==> src/rtl/periph_rx_scheduler.sv <==
// Round-robin scheduler sharing the FT601 upstream path between peripheral RX FIFOs.
// Grants are bounded bursts; almost-full peripherals win arbitration in IDLE.
module periph_rx_scheduler #(
    parameter int unsigned NUM_PERIPHS = 8,
    parameter int unsigned WIDTH       = 32,
    parameter int unsigned MAX_BURST   = 16,
    parameter int unsigned GRANT_W     = (NUM_PERIPHS > 1) ? $clog2(NUM_PERIPHS) : 1
) (
    input  logic                         clk,
    input  logic                         rst,
    input  logic                         enable,
    input  logic [NUM_PERIPHS-1:0]       rx_empty,
    input  logic [NUM_PERIPHS-1:0]       rx_almost_full,
    input  logic [NUM_PERIPHS*WIDTH-1:0] rx_data,
    output logic [NUM_PERIPHS-1:0]       rx_read,
    output logic [WIDTH-1:0]             data_o,
    output logic                         periph_data_available,
    input  logic                         read_periph_data,
    output logic [GRANT_W-1:0]           grant,
    output logic                         busy
);

    localparam int unsigned CNT_W = $clog2(MAX_BURST + 1);

    typedef enum logic {
        IDLE,
        GRANTED
    } state_t;

    state_t               state;
    state_t               state_nxt;
    logic [GRANT_W-1:0]   grant_nxt;
    logic [GRANT_W-1:0]   last_grant;
    logic [GRANT_W-1:0]   last_grant_nxt;
    logic [GRANT_W-1:0]   winner;
    logic [CNT_W-1:0]     burst_cnt;
    logic [CNT_W-1:0]     burst_cnt_nxt;
    logic [NUM_PERIPHS-1:0] req;
    logic [NUM_PERIPHS-1:0] urgent;
    logic [NUM_PERIPHS-1:0] pick;
    logic                 found;
    logic                 head_valid;
    logic                 do_read;
    int unsigned          idx;
    logic [WIDTH-1:0]     rx_words [NUM_PERIPHS];

    for (genvar g = 0; g < NUM_PERIPHS; g++) begin : g_unpack
        assign rx_words[g] = rx_data[g*WIDTH +: WIDTH];
    end

    assign req    = ~rx_empty;
    assign urgent = req & rx_almost_full;
    assign pick   = (|urgent) ? urgent : req;

    // Round-robin search starting just after the last granted index.
    always_comb begin
        found  = 1'b0;
        winner = '0;
        idx    = 0;
        for (int unsigned i = 1; i <= NUM_PERIPHS; i++) begin
            idx = (32'(last_grant) + i) % NUM_PERIPHS;
            if (!found && pick[GRANT_W'(idx)]) begin
                found  = 1'b1;
                winner = GRANT_W'(idx);
            end
        end
    end

    assign busy                  = (state == GRANTED);
    assign head_valid            = busy && !rx_empty[grant];
    assign do_read               = head_valid && read_periph_data;
    assign periph_data_available = head_valid;
    assign data_o                = rx_words[grant];

    always_comb begin
        rx_read        = '0;
        rx_read[grant] = do_read;
    end

    always_comb begin
        state_nxt      = state;
        grant_nxt      = grant;
        last_grant_nxt = last_grant;
        burst_cnt_nxt  = burst_cnt;
        case (state)
            IDLE: begin
                if (enable && found) begin
                    state_nxt      = GRANTED;
                    grant_nxt      = winner;
                    last_grant_nxt = winner;
                    burst_cnt_nxt  = '0;
                end
            end
            GRANTED: begin
                // An empty head ends the burst; so does the final read of a full burst.
                if (rx_empty[grant]) begin
                    state_nxt = IDLE;
                end else if (do_read) begin
                    burst_cnt_nxt = burst_cnt + CNT_W'(1);
                    if (burst_cnt == CNT_W'(MAX_BURST - 1)) begin
                        state_nxt = IDLE;
                    end
                end
            end
        endcase
    end

    always_ff @(posedge clk or posedge rst) begin
        if (rst) begin
            state      <= IDLE;
            grant      <= '0;
            last_grant <= GRANT_W'(NUM_PERIPHS - 1);
            burst_cnt  <= '0;
        end else begin
            state      <= state_nxt;
            grant      <= grant_nxt;
            last_grant <= last_grant_nxt;
            burst_cnt  <= burst_cnt_nxt;
        end
    end

endmodule
==> config.mk <==
export PLATFORM = sky130hd
export DESIGN_NAME = periph_rx_scheduler
export DESIGN_NICKNAME = d
export VERILOG_FILES = /design/src/rtl/periph_rx_scheduler.sv
export SDC_FILE = /design/constraint.sdc
export NUM_CORES = 1
export LEC_CHECK = 0
export CORE_AREA = 2 2 125 127
export DETAILED_ROUTE_END_ITERATION = 6
export DIE_AREA = 0 0 127 129
export PLACE_DENSITY_LB_ADDON = 0.1
export REMOVE_ABC_BUFFERS = 1
export SLEW_MARGIN = 20
export SYNTH_ARGS = -nofsm -noshare
export SYNTH_HDL_FRONTEND = slang
export SYNTH_SLANG_ARGS = --single-unit
==> constraint.sdc <==
create_clock -name clk -period 3.9 [get_ports clk]
set_clock_uncertainty 0.1 [all_clocks]
set_input_delay 0.39 -clock clk [delete_from_list [all_inputs] [get_ports clk]]
set_output_delay 0.39 -clock clk [all_outputs]
set_load 0.01 [all_outputs]
==> results of run 1 <==
==> registers in the layout, indices dropped and copies added (netlist names) <==
signal,count
burst_cnt,5
grant,3
last_grant,3
busy,1
==> how the worst max path moves through the flow <==
stage	startpoint	endpoint	slack (ps)
3_3_place_gp	rx_almost_full[7]	grant[0]	40
3_5_place_dp	rx_almost_full[7]	grant[0]	-80
6_report	rx_empty[5]	grant[0]	190
4_1_cts	rx_almost_full[7]	grant[0]	150
5_1_grt	rx_empty[5]	grant[0]	7
2_1_floorplan	last_grant[0]	grant[2]	110
==> through the flow <==
step | area (sq um) | TNS (ps) | cells | setup WS [ps]
4_1_cts | 6860 | 0 | 955 | 146.0
3_5_place_dp | 6782 | -151.5 | 951 | -80.18
3_3_place_gp | 6782 | 0 | 951 | 39.13
6_report | 6893 | 0 | 966 | 188.9
5_1_grt | 6870 | 0 | 957 | 6.863
2_1_floorplan | 2963 | 0 | 394 | 113.9
==> cells in the final DEF, fill, tap and decap left out, types with 3 or more instances in the layout <==
cell,synthesis,final
clkdlybuf4s50_1,0,320
a22oi_1,129,129
buf_4,0,50
nand4_1,33,33
nor2_1,25,24
nand2_1,20,20
a21oi_1,12,12
o21ai_0,12,12
diode_2,0,10
nor3_1,10,9
o32ai_1,9,9
dfrtp_1,9,9
inv_1,8,8
nand2b_1,8,8
o22ai_1,8,8
nand3_1,7,7
nor2b_1,6,6
nor4_1,6,6
or3_1,6,6
or2_2,4,4
o211ai_1,4,4
and2_1,4,4
a21o_1,4,4
mux2i_1,4,4
ha_1,4,4
mux4_2,3,3
xnor2_1,3,3
o32a_1,3,3
and3b_1,3,3
nand3b_1,3,3
clkbuf_16,0,3
dfstp_2,3,3
==> cells by family after synthesis <==
kind of cell / after synthesis
and+or+nand+nor: 144
muxes: 8
buffers and inverters: 51
AOI/OAI and AO/OA: 212
DFF: 12
xor gates and xnor gates: 4
adders and majority gates: 4
==> synthesized netlist by cell type, drive strengths merged, types with 8 or more instances <==
cell type,n,area [sq um]
nand3,8,45.04
nand4,33,206.5
a21oi,12,60.06
nor2,25,93.84
o21ai,13,65.06
nand2b,8,50.05
o32ai,9,78.83
nand2,20,75.07
a22oi,129,968.4
clkbuf,41,153.9
o22ai,8,50.05
dfrtp,9,225.2
nor3,10,50.05
inv,9,33.78
==> repair_timing <==
| action | CTS | global route |
|---|---|---|
| buffers inserted | 0 | 1 |
| hold buffers | 0 | 0 |
| endpoints found under the setup margin | 0 | 2 |
==> critical path: stages <==
cell	delay, ps
clkdlybuf4s50_1	490
inv_1	80
a2111oi_4	580
a21oi_1	210
or3_1	370
mux4_2	530
nand3_2	130
nor4_1	70
buf_4	170
a2111oi_0	400
o211ai_1	160
o21a_1	150
==> power groups by stage <==
stage | logic (mW) | registers (mW) | clock network (mW)
finish | 3.95 | 0.290 | 0.189
floorplan | 1.94 | 0.298 | 0
global placement | 3.89 | 0.287 | 0
global route | 4.24 | 0.305 | 0.198
CTS | 3.93 | 0.288 | 0.192
detailed placement | 3.91 | 0.289 | 0
==> final cells by class <==
type                       count  area share (%)
timing repair buffer         370           51.92
multi-input combinational    372           38.21
sequential                    12           4.411
tap                          188           3.413
clock buffer                   4           1.144
inverter                      10          0.5446
antenna                       10          0.3630
==> layer usage <==
layer / wire (um) / part of all wire, %
met2: 10840 / 45
met3: 2866 / 12
met1: 9766 / 41
met5: 60 / 0.25
met4: 321 / 1.3
==> flow_summary.json, run 1 <==
{
  "cp-start-kind": "input pin",
  "register_area_sq_um": 304.0,
  "die-area_sq_mm": 0.01638,
  "drv_slew": 0,
  "grt_start_max_net_pins": 33,
  "synth_edf_count": 0,
  "gp_congestion": 0.9643,
  "clock_latency_ps": 240,
  "cp-end-kind": "flip-flop",
  "setup_violations": 0,
  "worstSetupPathType": "input pin to flip-flop",
  "ys_seq_area_share_pct": 9.755,
  "finalCriticalPeriod_ps": 3711,
  "crit_required_ps": 3920,
  "routedWlPerCell_um": 24.69,
  "dp_hpwl_um": 19760,
  "final_core_util_pct": 46.02,
  "syn_area_sq_mm": 0.003117,
  "finalWirelength_um": 23850,
  "synth_ff_type": "dfrtp_1",
  "grt_use_met3_pct": 10.35,
  "clk_pin_slew_ps": 40,
  "synthArstFlopShare_pct": 100.0,
  "p_leak_nw": 2.486,
  "multi_input_area_sq_mm": 0.002634,
  "drive_gt1_share_pct": 10.29,
  "max_slew_margin_pct": 55.24,
  "cts_root_buf": "clkbuf_16",
  "p_int_mw": 2.258,
  "drt-initial-drc-count": 544,
  "hold_viol": 0,
  "worstMarginPinSlew_ps": 671.3,
  "drt.antenna.violating_nets": 0,
  "grt_pass1_wl_um": 33930,
  "first_pass_iters": 5,
  "fmax_ghz": 0.2695,
  "gr-usage-met2_pct": 44.37,
  "holdWs_ps": 389.9,
  "grt_usage_pct": 27.07,
  "yosys.area_share.simple_pct": 25.45,
  "p_sw_mw": 2.172,
  "clock_path_buffers": 2,
  "nNetsFinal": 1049,
  "first_global_vias": 5423,
  "seqPwrFrac_pct": 6.6,
  "combPwrFrac_pct": 89.2,
  "switching_share_pct": 49.03,
  "met1_usage_pct": 34.90,
  "start_util_pct": 20.81,
  "rsz0062_at_grt": "false",
  "powerDensity_mw_per_mm2": 642.8,
  "avgViaCountPerCell": 5.546,
  "clock-sinks": 12,
  "p_clk_share_pct": 4.3,
  "r2r_slack_ps": 440,
  "total_power_mw": 4.430,
  "status": "finished, final reports clean",
  "io_pins": 321,
  "die_x_um": 127,
  "synthDistinctLibCells": 62,
  "rows": 45,
  "antenna_found_initial": 14,
  "drc": 0,
  "overflow": 0,
  "layout_worst_path_cycle_share_pct": 95.16,
  "area_delta_synth_final_pct": 121.2,
  "synthCells": 435,
  "fillerInstances": 1478,
  "cts_inserted_buffers": 3,
  "worstReg2RegStart": "last_grant[1]",
  "synthMuxAreaShare_pct": 3.814,
  "htreeDepth": 1,
  "yosys.area_share.xor_xnor_pct": 1.124,
  "rr_endpoint": "grant[1]",
  "cts_resized": 0,
  "coreArea_sq_mm": 0.01498,
  "synth_top_family_by_area": "compound AO/OA/AOI/OAI gates",
  "vias": 5357,
  "post_synth.cell_area_avg_sq_um": 7.165,
  "reg2reg_depth": 11,
  "min_path_type": "input pin to asynchronous set/reset pin",
  "die_h_um": 129,
  "synth_compound_area_share_pct": 52.11,
  "top_usage_layer": "met2",
  "cp.arrival_ps": 3730,
  "portBuffers": 320,
  "peakVddDrop_uv": 508.8,
  "synthAdderAreaFrac_pct": 1.606,
  "synth_seq_cells": 12,
  "tritoncts": "yes",
  "yosys_warnings": 0,
  "crit_fanout": 10,
  "timing.max_cap.violations": 0
}
Power figures use the tool's default switching activity.
==> run 2, diff against run 1 <==
Settings changed: CORE_AREA 2 2 125 127 to 2 2 124 126, DIE_AREA 0 0 127 129 to 0 0 126 128, PLACE_DENSITY from default to 0.73, PLACE_DENSITY_LB_ADDON 0.1 to default.
Clock period 3.9 ns to 3.3 ns, I/O delays scaled along.
==> run 2 against run 1 <==
  * Clock power grew 19%
  * Power grew 35%
  * Largest cell class unchanged
  * Global-route usage fell by 0.71 points
  * Cell area rose by 8.8%
  * Sequential share of layout area shrank 0.34 points
  * Critical path depth up 1
  * Largest power group unchanged
  * Via count is 7.5% higher
==> flow_summary.json, run 2 (synthesis results as in run 1) <==
{
  "tritoncts": "yes",
  "dp_hpwl_um": 18790,
  "p_sw_mw": 2.874,
  "seqPwrFrac_pct": 5.1,
  "cp-start-kind": "input pin",
  "powerDensity_mw_per_mm2": 795.9,
  "worstSetupPathType": "input pin to flip-flop",
  "grt_pass1_wl_um": 32890,
  "crit_chain": "dlygate4sd2_1 -> nor2b_4 -> a2111oi_4 -> buf_6 -> a21oi_4 -> or3_4 -> mux4_2 -> nand3_2 -> buf_4 -> nor4_1 -> or3_1 -> a22o_1 -> o31ai_2",
  "register_area_sq_um": 305.3,
  "die_h_um": 128,
  "dpl.cell_count": 985,
  "final_common_cell": "clkdlybuf4s50_1",
  "top_usage_layer": "met2",
  "min_path_type": "input pin to asynchronous set/reset pin",
  "p_leak_nw": 2.814,
  "cts_inserted_buffers": 3,
  "area_delta_synth_final_pct": 140.6,
  "cp-end-kind": "flip-flop",
  "switching_share_pct": 48.15,
  "clock_latency_ps": 240,
  "clock_path_buffers": 2,
  "cp.arrival_ps": 3290,
  "die_x_um": 126,
  "grt_start_max_net_pins": 33,
  "drv_slew": 0,
  "clk_pin_slew_ps": 50,
  "final_cells": 1006,
  "final_cell_mix": "clkdlybuf4s50_1 (304), a22oi_1 (129), buf_4 (87)",
  "first_pass_iters": 6,
  "gp_congestion": 0.9621,
  "overflow": 0,
  "top_regs": "burst_cnt x5, grant x3, last_grant x3",
  "routedWlPerCell_um": 23.39,
  "vias": 5761,
  "grt_usage_pct": 26.35,
  "fillerInstances": 1387,
  "worstMarginPinSlew_ps": 484.8,
  "portBuffers": 320,
  "stdcell_area_sq_mm": 0.007500,
  "crit_required_ps": 3340,
  "rows": 45,
  "avgViaCountPerCell": 5.727,
  "final_core_util_pct": 50.45,
  "regMostFlops": "burst_cnt",
  "multi_input_area_sq_mm": 0.002893,
  "finalWirelength_um": 23530,
  "start_util_pct": 20.97,
  "slowest_stage": "mux4_2",
  "antenna_found_initial": 7,
  "grt_use_met3_pct": 6.553,
  "hold_viol": 0,
  "timing.max_cap.violations": 0,
  "largest_reg_flops": 5,
  "first_global_vias": 5423,
  "critical_path.max_stage_delay_ps": 530,
  "fmax_ghz": 0.3077,
  "placed_area_sq_mm": 0.007079,
  "die-area_sq_mm": 0.01613,
  "io_pins": 321,
  "setup_violations": 0,
  "peakVddDrop_uv": 356.2,
  "status": "finished, final reports clean",
  "fin_setup_tns_ps": 0,
  "combPwrFrac_pct": 91.2,
  "drt.antenna.violating_nets": 0,
  "coreArea_sq_mm": 0.01486,
  "p_int_mw": 3.095,
  "postCtsHoldBufs": 0,
  "nNetsFinal": 1095,
  "finalCriticalPeriod_ps": 3250,
  "gr-usage-met2_pct": 44.69,
  "max_slew_margin_pct": 67.45,
  "p_clk_share_pct": 3.8,
  "drc": 0,
  "met1_usage_pct": 33.56,
  "drt-initial-drc-count": 581,
  "crit_fanout": 5,
  "htreeDepth": 1,
  "cts_root_buf": "clkbuf_16",
  "drive_gt1_share_pct": 19.04,
  "clock-sinks": 12,
  "layout_worst_path_cycle_share_pct": 98.49
}
-- run 2: cell types whose count changed in the layout (fill, tap and decap cells not counted), moves of 4 or more --
cell | previous run | this run
buf_6 | 0 | 4
diode_2 | 10 | 4
nor2b_1 | 6 | 0
dlygate4sd2_1 | 0 | 9
o32ai_2 | 0 | 4
buf_4 | 50 | 87
a21oi_1 | 12 | 7
nor2b_4 | 0 | 6
clkdlybuf4s50_1 | 320 | 304
o32ai_1 | 9 | 5
-- run 2: power groups by stage --
stage	logic [mW]	clock network [mW]	registers [mW]
finish	5.44	0.225	0.302
detailed placement	5.00	0	0.302
global placement	4.98	0	0.300
global route	5.77	0.236	0.314
CTS	5.10	0.227	0.300
floorplan	2.29	0	0.353
-- run 2: worst max-delay path, delay by kind of cell --
| kind | cells | cell delay [ps] |
|---|---|---|
| AND/OR/NAND/NOR | 5 | 1060 |
| AO/OA/AOI/OAI | 4 | 800 |
| buffers and inverters | 3 | 560 |
| multiplexers | 1 | 530 |
-- run 2: worst paths after layout --
kind / from / depth (start not counted) / slack (ps) / end
setup / recovery: rx_almost_full[3] / 13 / 50 / grant[1]
hold / removal: rst / 2 / 310 / burst_cnt[4]
setup reg to reg: last_grant[0] / 11 / 100 / grant[1]
hold reg to reg: burst_cnt[0] / 1 / 430 / burst_cnt[0]
max in group asynchronous: rst / 2 / 2450 / last_grant[2]
min in group clk: burst_cnt[0] / 1 / 430 / burst_cnt[0]
-- run 2: routing by layer --
layer	up-vias	wire [um]
met3	51	2250
met4	6	558
met5	-	52
li1	2588	-
met1	2747	9368
met2	369	11300
-- run 2: layout make-up --
class	instances	share of cell area, %
Sequential cell	12	4.071
Multi-Input combinational cell	374	38.57
Inverter	10	0.5005
Clock buffer	4	1.051
Antenna cell	4	0.1335
Tap cell	188	3.136
Timing Repair Buffer	414	52.54
-- run 2: metrics by stage --
stage	setup slack (ps)	hold WS, ps	total power [mW]
finish	49.67	309.1	5.969
CTS	7.296	320.4	5.630
global route	-9.493	358.1	6.319
global placement	-702.2	408.7	5.278
detailed placement	-865.7	428.6	5.299
floorplan	-486.1	92.55	2.640
-- run 2: what timing repair did --
item,in CTS,in global routing
buffers inserted,5,6
pin swaps,7,14
resized for setup,36,35
cloned,2,0
setup endpoints to repair,12,16
